[src/rtl/reg_bank_if.sv]
// Purpose : register-file access bundle (one write port, two read ports).
// Latency : carries no state; it only groups signals.
// Backpressure: none; the write strobe is accepted on every clock edge.
interface reg_bank_if #(
  parameter int DATA_W = 32
);
  logic              reg_write;
  logic [4:0]        read_reg1;
  logic [4:0]        read_reg2;
  logic [4:0]        write_reg;
  logic [DATA_W-1:0] write_data;
  logic [DATA_W-1:0] read_data1;
  logic [DATA_W-1:0] read_data2;

  // Datapath side: presents the indices and write-back data, and receives the operands.
  modport master (
    output reg_write, read_reg1, read_reg2, write_reg, write_data,
    input  read_data1, read_data2
  );

  // Register-file side.
  modport slave (
    input  reg_write, read_reg1, read_reg2, write_reg, write_data,
    output read_data1, read_data2
  );
endinterface

[src/rtl/reg_bank.sv]
// Purpose : 32 x DATA_W MIPS register file. $0 is hard-wired to zero, and $29 resets to SP_INIT.
// Latency : writes take effect on the next edge; reads are combinational (optionally write-through).
// Backpressure: none; one write can be accepted every cycle.
module reg_bank #(
  parameter int          DATA_W  = 32,
  parameter int unsigned SP_INIT = 227,
  parameter int          BYPASS  = 0
) (
  input  logic       clk,
  input  logic       reset,
  reg_bank_if.slave  bus
);

  localparam logic [DATA_W-1:0] SP_VAL = DATA_W'(SP_INIT);

  // Entry 0 is reset to zero and never written. The read muxes also force it to zero.
  logic [DATA_W-1:0] regs [0:31];

  logic wr_en;
  logic fwd1;
  logic fwd2;

  // A write to index 0 is dropped here.
  // If reg_write is X, the "if" falls through, so storage is not written.
  assign wr_en = bus.reg_write && (bus.write_reg != 5'd0);

  // Storage: reset loads zeros plus the stack pointer, and takes priority over any write on the same edge.
  always_ff @(posedge clk or posedge reset) begin
    if (reset) begin
      for (int i = 0; i < 32; i++) begin
        regs[i] <= (i == 29) ? SP_VAL : '0;
      end
    end else if (wr_en) begin
      regs[bus.write_reg] <= bus.write_data;
    end
  end

  // Write-through forwarding. This only applies when BYPASS is set, and never to index 0.
  assign fwd1 = (BYPASS != 0) && wr_en && (bus.write_reg == bus.read_reg1);
  assign fwd2 = (BYPASS != 0) && wr_en && (bus.write_reg == bus.read_reg2);

  assign bus.read_data1 = (bus.read_reg1 == 5'd0) ? '0 :
                          fwd1 ? bus.write_data : regs[bus.read_reg1];
  assign bus.read_data2 = (bus.read_reg2 == 5'd0) ? '0 :
                          fwd2 ? bus.write_data : regs[bus.read_reg2];

endmodule

[src/flat_wrapper.sv]
// flat-port wrapper written by rule: the top's interface ports become plain ports
module reg_bank_flat 
#(
  parameter int          DATA_W  = 32,
  parameter int unsigned SP_INIT = 227,
  parameter int          BYPASS  = 0
)
  (clk, reset, bus_reg_write, bus_read_reg1, bus_read_reg2, bus_write_reg, bus_write_data, bus_read_data1, bus_read_data2);
  reg_bank_if #(.DATA_W(DATA_W)) bus_i ();
  input  logic clk;
  input  logic reset;
  input wire logic [$bits(bus_i.reg_write)-1:0] bus_reg_write;
  input wire logic [$bits(bus_i.read_reg1)-1:0] bus_read_reg1;
  input wire logic [$bits(bus_i.read_reg2)-1:0] bus_read_reg2;
  input wire logic [$bits(bus_i.write_reg)-1:0] bus_write_reg;
  input wire logic [$bits(bus_i.write_data)-1:0] bus_write_data;
  output wire logic [$bits(bus_i.read_data1)-1:0] bus_read_data1;
  output wire logic [$bits(bus_i.read_data2)-1:0] bus_read_data2;
  assign bus_i.reg_write = bus_reg_write;
  assign bus_i.read_reg1 = bus_read_reg1;
  assign bus_i.read_reg2 = bus_read_reg2;
  assign bus_i.write_reg = bus_write_reg;
  assign bus_i.write_data = bus_write_data;
  assign bus_read_data1 = bus_i.read_data1;
  assign bus_read_data2 = bus_i.read_data2;
  reg_bank #(.DATA_W(DATA_W), .SP_INIT(SP_INIT), .BYPASS(BYPASS)) u_core (.clk(clk), .reset(reset), .bus(bus_i));
endmodule
[config.mk]
export PLATFORM = sky130hd
export DESIGN_NAME = reg_bank_flat
export DESIGN_NICKNAME = d
export VERILOG_FILES = /design/src/rtl/reg_bank_if.sv /design/src/rtl/reg_bank.sv /design/src/flat_wrapper.sv
export SDC_FILE = /design/constraint.sdc
export NUM_CORES = 2
export LEC_CHECK = 0
export CORE_MARGIN = 4
export CORE_UTILIZATION = 63
export DETAILED_ROUTE_END_ITERATION = 6
export PLACE_DENSITY = 0.92
export SYNTH_ARGS = -nofsm -noshare
export SYNTH_HDL_FRONTEND = slang
export SYNTH_SLANG_ARGS = --single-unit
[constraint.sdc]
create_clock -name clk -period 40.4 [get_ports clk]
set_input_delay 6.06 -clock clk [delete_from_list [all_inputs] [get_ports clk]]
set_output_delay 6.06 -clock clk [all_outputs]
set_load 0.02 [all_outputs]
# Word level (Yosys, flattened, before mapping)
# Cells that the tools add are included.
word_totals:
  register_bits: 1024
  latchBits: 0
  ramBits: 0
  rom_bits: 0
  inputBits: 50
  output_inout_bits: 64
  elab_cells: 55
  n_memories: 0
op_classes:
  addsub: 0
  multipliers: 0
  div_mod_pow: 0
  n_lt_le_gt_ge: 4
  eq_ne: 0
  shift: 0
  n_mux: 11
  bitwise_logic: 3
  reduce_logical: 5
ops:
  columns: ["cell", "count"]
  rows:
  - ["$bwmux W1024", 1]
  - ["$bmux W32 S5", 2]
  - ["$mux W32", 7]
  - ["$demux W32 S5", 1]
  - ["$ge A6 B6 Y1 const B", 3]
  - ["$not A5 Y6", 3]
  - ["$logic_not A5 Y1", 2]
  - ["$lt A6 B1 Y1 const B", 1]
  - ["$reduce_bool A5 Y1", 1]
  - ["$logic_and A1 B1 Y1", 2]

# Longest topological paths before layout
depth:
  ltp_word: 6
  mapped_depth: 7
  mapped_depth_nobuf: 4

# Least setup slack after synthesis
# Ideal clock, no wire load.
synth_path:
  kind: "input -> output"
  startpoint: "input port bus_read_reg2[1]"
  endpoint: "output port bus_read_data2[21]"
  arrival_ps: 7774
  t_required_ps: 34340
  setup_slack_ps: 26566
  stages: 7
  path_buffers: 3
  cell_sequence: "buf_4 -> buf_4 -> nor2b_1 -> clkbuf_1 -> a221oi_1 -> o21ai_0 -> a311oi_1"
synth_between:
  elab_chain_cells: 5
synth_rtl:
  columns: ["element", "line_no", "text"]
  rows:
  - ["from (decl)", "flat_wrapper.sv:14", "input wire logic [$bits(bus_i.read_reg2)-1:0] bus_read_reg2;"]
  - ["$not A5 Y6 (not written as such)", "reg_bank.sv:45", "fwd2 ? bus.write_data : regs[bus.read_reg2];"]
  - ["$bmux W32 S5", "reg_bank.sv:45", null]
  - ["$mux W32 (not written as such) (2 in a row)", "reg_bank.sv:45", null]
  - ["$mux W32 (*)", "reg_bank.sv:44", "assign bus.read_data2 = (bus.read_reg2 == 5'd0) ? '0 :"]
  - ["to (decl)", "flat_wrapper.sv:18", "output wire logic [$bits(bus_i.read_data2)-1:0] bus_read_data2;"]
# Every way passes the cells marked *; elsewhere a longest branch is shown, timed or not. The select of a mux whose other input is x is not followed.

# Final worst setup path
layout_path:
  startpoint: "input port bus_read_reg1[2]"
  endpoint: "output port bus_read_data1[11]"
layout_between:
  elab_chain_cells: 5
layout_rtl:
  columns: ["element", "line_no", "text"]
  rows:
  - ["from (decl)", "flat_wrapper.sv:13", "input wire logic [$bits(bus_i.read_reg1)-1:0] bus_read_reg1;"]
  - ["$not A5 Y6 (not written as such)", "reg_bank.sv:43", "fwd1 ? bus.write_data : regs[bus.read_reg1];"]
  - ["$bmux W32 S5", "reg_bank.sv:43", null]
  - ["$mux W32 (not written as such) (2 in a row)", "reg_bank.sv:43", null]
  - ["$mux W32 (*)", "reg_bank.sv:42", "assign bus.read_data1 = (bus.read_reg1 == 5'd0) ? '0 :"]
  - ["to (decl)", "flat_wrapper.sv:17", "output wire logic [$bits(bus_i.read_data1)-1:0] bus_read_data1;"]
# Marked as above.

==> results.json <==
{
  "status": "finished with violations",
  "violations": "design-rule violations",
  "first_iter_violations": 5255,
  "yosysMostFrequentCell": "mux2_2",
  "drive_gt1_share_pct": 50.7,
  "synth_area_per_cell_um2": 15.0,
  "ys_ff_latch": 1024,
  "final.setup_skew_ns": 0,
  "io_buffers": 113,
  "dp_cells": 4528,
  "synth-adder-area-share_pct": 0,
  "clkLatencyLatePin_ns": 0.67,
  "overflow": 0,
  "place.gp.congestion": 0.854,
  "setup_viol": 0,
  "clk_pin_slew_ns": 0.06,
  "synth_enable_flop_cells": 0,
  "hpwlAfterDp_mm": 96.0,
  "grt_pass1_wl_mm": 253,
  "die_h_um": 302,
  "drc": 2,
  "startpoint_type": "input port",
  "vias": 37099,
  "wl_per_cell_um": 36.2,
  "tritoncts": "yes",
  "p_switching_w": 0.000837,
  "synth-simple-area-share_pct": 1.64,
  "wirelength_mm": 171,
  "largest_reg_flops": 1024,
  "rsz0062_at_grt": "no",
  "synthTopCellsByCount": "1053 x mux2_2, 1019 x dfrtp_1, 448 x mux4_2",
  "finalHoldViolations": 0,
  "hold_path_class": "reg2reg",
  "synth_top_area_share_pct": 46.9,
  "maxSlewViolCount": 0,
  "stdcell_count": 4720,
  "largestRegisters": "u_core.regs (1024)",
  "netlist_area_um2": 54300,
  "crit_chain": "buf_8 -> buf_12 -> buf_4 -> mux2i_1 -> a221oi_1 -> o21ai_0 -> a311oi_1 -> clkdlybuf4s50_1",
  "cpPeakStageDelay_ns": 1.00,
  "synthesis.nets": 3667,
  "synth-xor-area-share_pct": 0,
  "p_comb_share_pct": 20.9,
  "synth-warning-count": 0,
  "grt_max_degree": 179,
  "rows": 107,
  "dr.pass1.iters": 7,
  "async_reset_ff_share_pct": 100,
  "synth_top_cell_by_area": "dfrtp_1",
  "numCtsBuffers": 100,
  "critPathRequiredTime_ns": 34.34,
  "internal_power_w": 0.00215,
  "clockBufferDepth": 3,
  "p_seq_share_pct": 46.2,
  "clock.fmax_ghz": 0.0590,
  "tns_ns": 0,
  "synth_top_family_by_area": "multiplexers",
  "crit_slowest_cell": "a311oi_1",
  "synth-compound-area-share_pct": 4.85,
  "postRouteAntennaNets": 0,
  "die-area_um2": 91000,
  "leakagePower_nw": 25.4,
  "cts.htree.levels": 3,
  "peakVddDrop_uv": 51.9,
  "cp_max_fo": 130,
  "holdBufCountCts": 0,
  "drv_cap": 0,
  "grt_use_total_pct": 37.8,
  "critical_path_arrival_ns": 10.89,
  "seq_area_frac_synth_pct": 47.2,
  "clock-sinks": 1024,
  "viasPerCell": 7.86,
  "synth_cell_types": 36,
  "yosys-top-cells-area": "dfrtp_1 47%, mux2_2 22%, mux4_2 19%",
  "worstSetupPathType": "in2out",
  "worst_pin_slew_ns": 1.43,
  "synth_ff_type": "dfrtp_1",
  "start_util_pct": 63.7,
  "cts_root_buf": "clkbuf_16",
  "period_minus_slack_ns": 16.95,
  "core-area_um2": 85300,
  "die_w_um": 302,
  "ios": 114,
  "power.density_nw_per_um2": 50.5,
  "grt_pass1_vias": 38807,
  "max-slew-margin-rel_pct": 4.11,
  "netlist_instances": 3617,
  "synthMuxAreaShare_pct": 42.8,
  "antenna_found_initial": 21,
  "cts_resized": 0,
  "clockPowerShare_pct": 32.9,
  "min_period_over_period_pct": 42.0,
  "area_growth_pct": 9.16,
  "p_sw_share_pct": 28.0,
  "regMostFlops": "u_core.regs",
  "worstSetupEndpointType": "primary output",
  "postCtsSetupBuffers": 0,
  "final_nets": 3536
}
## power groups by stage
stage,registers [W],clock network [W],logic [W]
detailed placement,0.00138,0,0.000603
CTS,0.00137,0.000986,0.000615
finish,0.00138,0.000984,0.000626
floorplan,0.00133,0,0.000474
global placement,0.00136,0,0.000578
global route,0.00139,0.00103,0.000660
## path summary, 6_finish.rpt
kind                                        start                 end  slack [ns]  depth (start not counted)
worst min register to register  u_core.regs[1003]   u_core.regs[1003]        0.40                          0
worst min-delay path            u_core.regs[1003]   u_core.regs[1003]        0.40                          0
min in group asynchronous                   reset    u_core.regs[805]        5.94                          2
worst max-delay path             bus_read_reg1[2]  bus_read_data1[11]       23.45                          8
max in group asynchronous                   reset    u_core.regs[694]       31.21                          5
worst max register to register   u_core.regs[536]    u_core.regs[536]       39.40                          1
## worst max-delay path: cells and delay by family
| kind | cells | cell delay (ns) |
|---|---|---|
| buf+inv | 4 | 3.00 |
| compound gates | 3 | 1.50 |
| mux | 1 | 0.18 |
## metrics by stage
step	power, W	util (%)	hold slack [ns]	setup WS [ns]	instance area [um2]
floorplan	0.00180	-	0.441	5.53	54300
global placement	0.00194	65.5	0.377	23.78	55800
detailed placement	0.00198	65.5	0.384	23.72	55800
CTS	0.00297	69.5	0.399	23.71	59300
global route	0.00308	69.5	0.414	23.43	59300
finish	0.00299	69.5	0.397	23.45	59300
## cell type report
class	instances	area, um2
Inverter	3	21.3
Antenna cell	11	27.5
Clock buffer	145	2940
Fill cell	5144	26000
Timing Repair Buffer	194	1790
Multi-Input combinational cell	2163	27000
Tap cell	1144	1430
Sequential cell	1024	25600
Clock inverter	36	470
## placed cells by master, fill, tap and decap left out, drive strengths merged, types with 18 or more instances in the layout
cell type	netlist	routed
mux2	1056	1056
nor2b	68	68
nor2	19	19
o21ai	110	110
clkdlybuf4s50	0	103
clkbuf	220	145
a311oi	64	64
clkinv	0	22
mux4	448	448
buf	207	91
dfrtp	1019	1019
a221oi	46	46
nand2	52	52
a211oi	64	64
mux2i	128	128
a22oi	64	64
o2111ai	18	18
## cells by family after synthesis
| group | after synthesis |
|---|---|
| flops | 1024 |
| buf+inv | 430 |
| simple gates | 165 |
| mux | 1632 |
| compound gates | 366 |
## per-layer routing
metal / wire length (um) / GRT usage, %
met1: 56900 / 47.2
met4: 12600 / 22.2
met3: 26600 / 17.3
met5: 124 / 0
met2: 74600 / 54.5
Power figures use the tool's default switching activity.
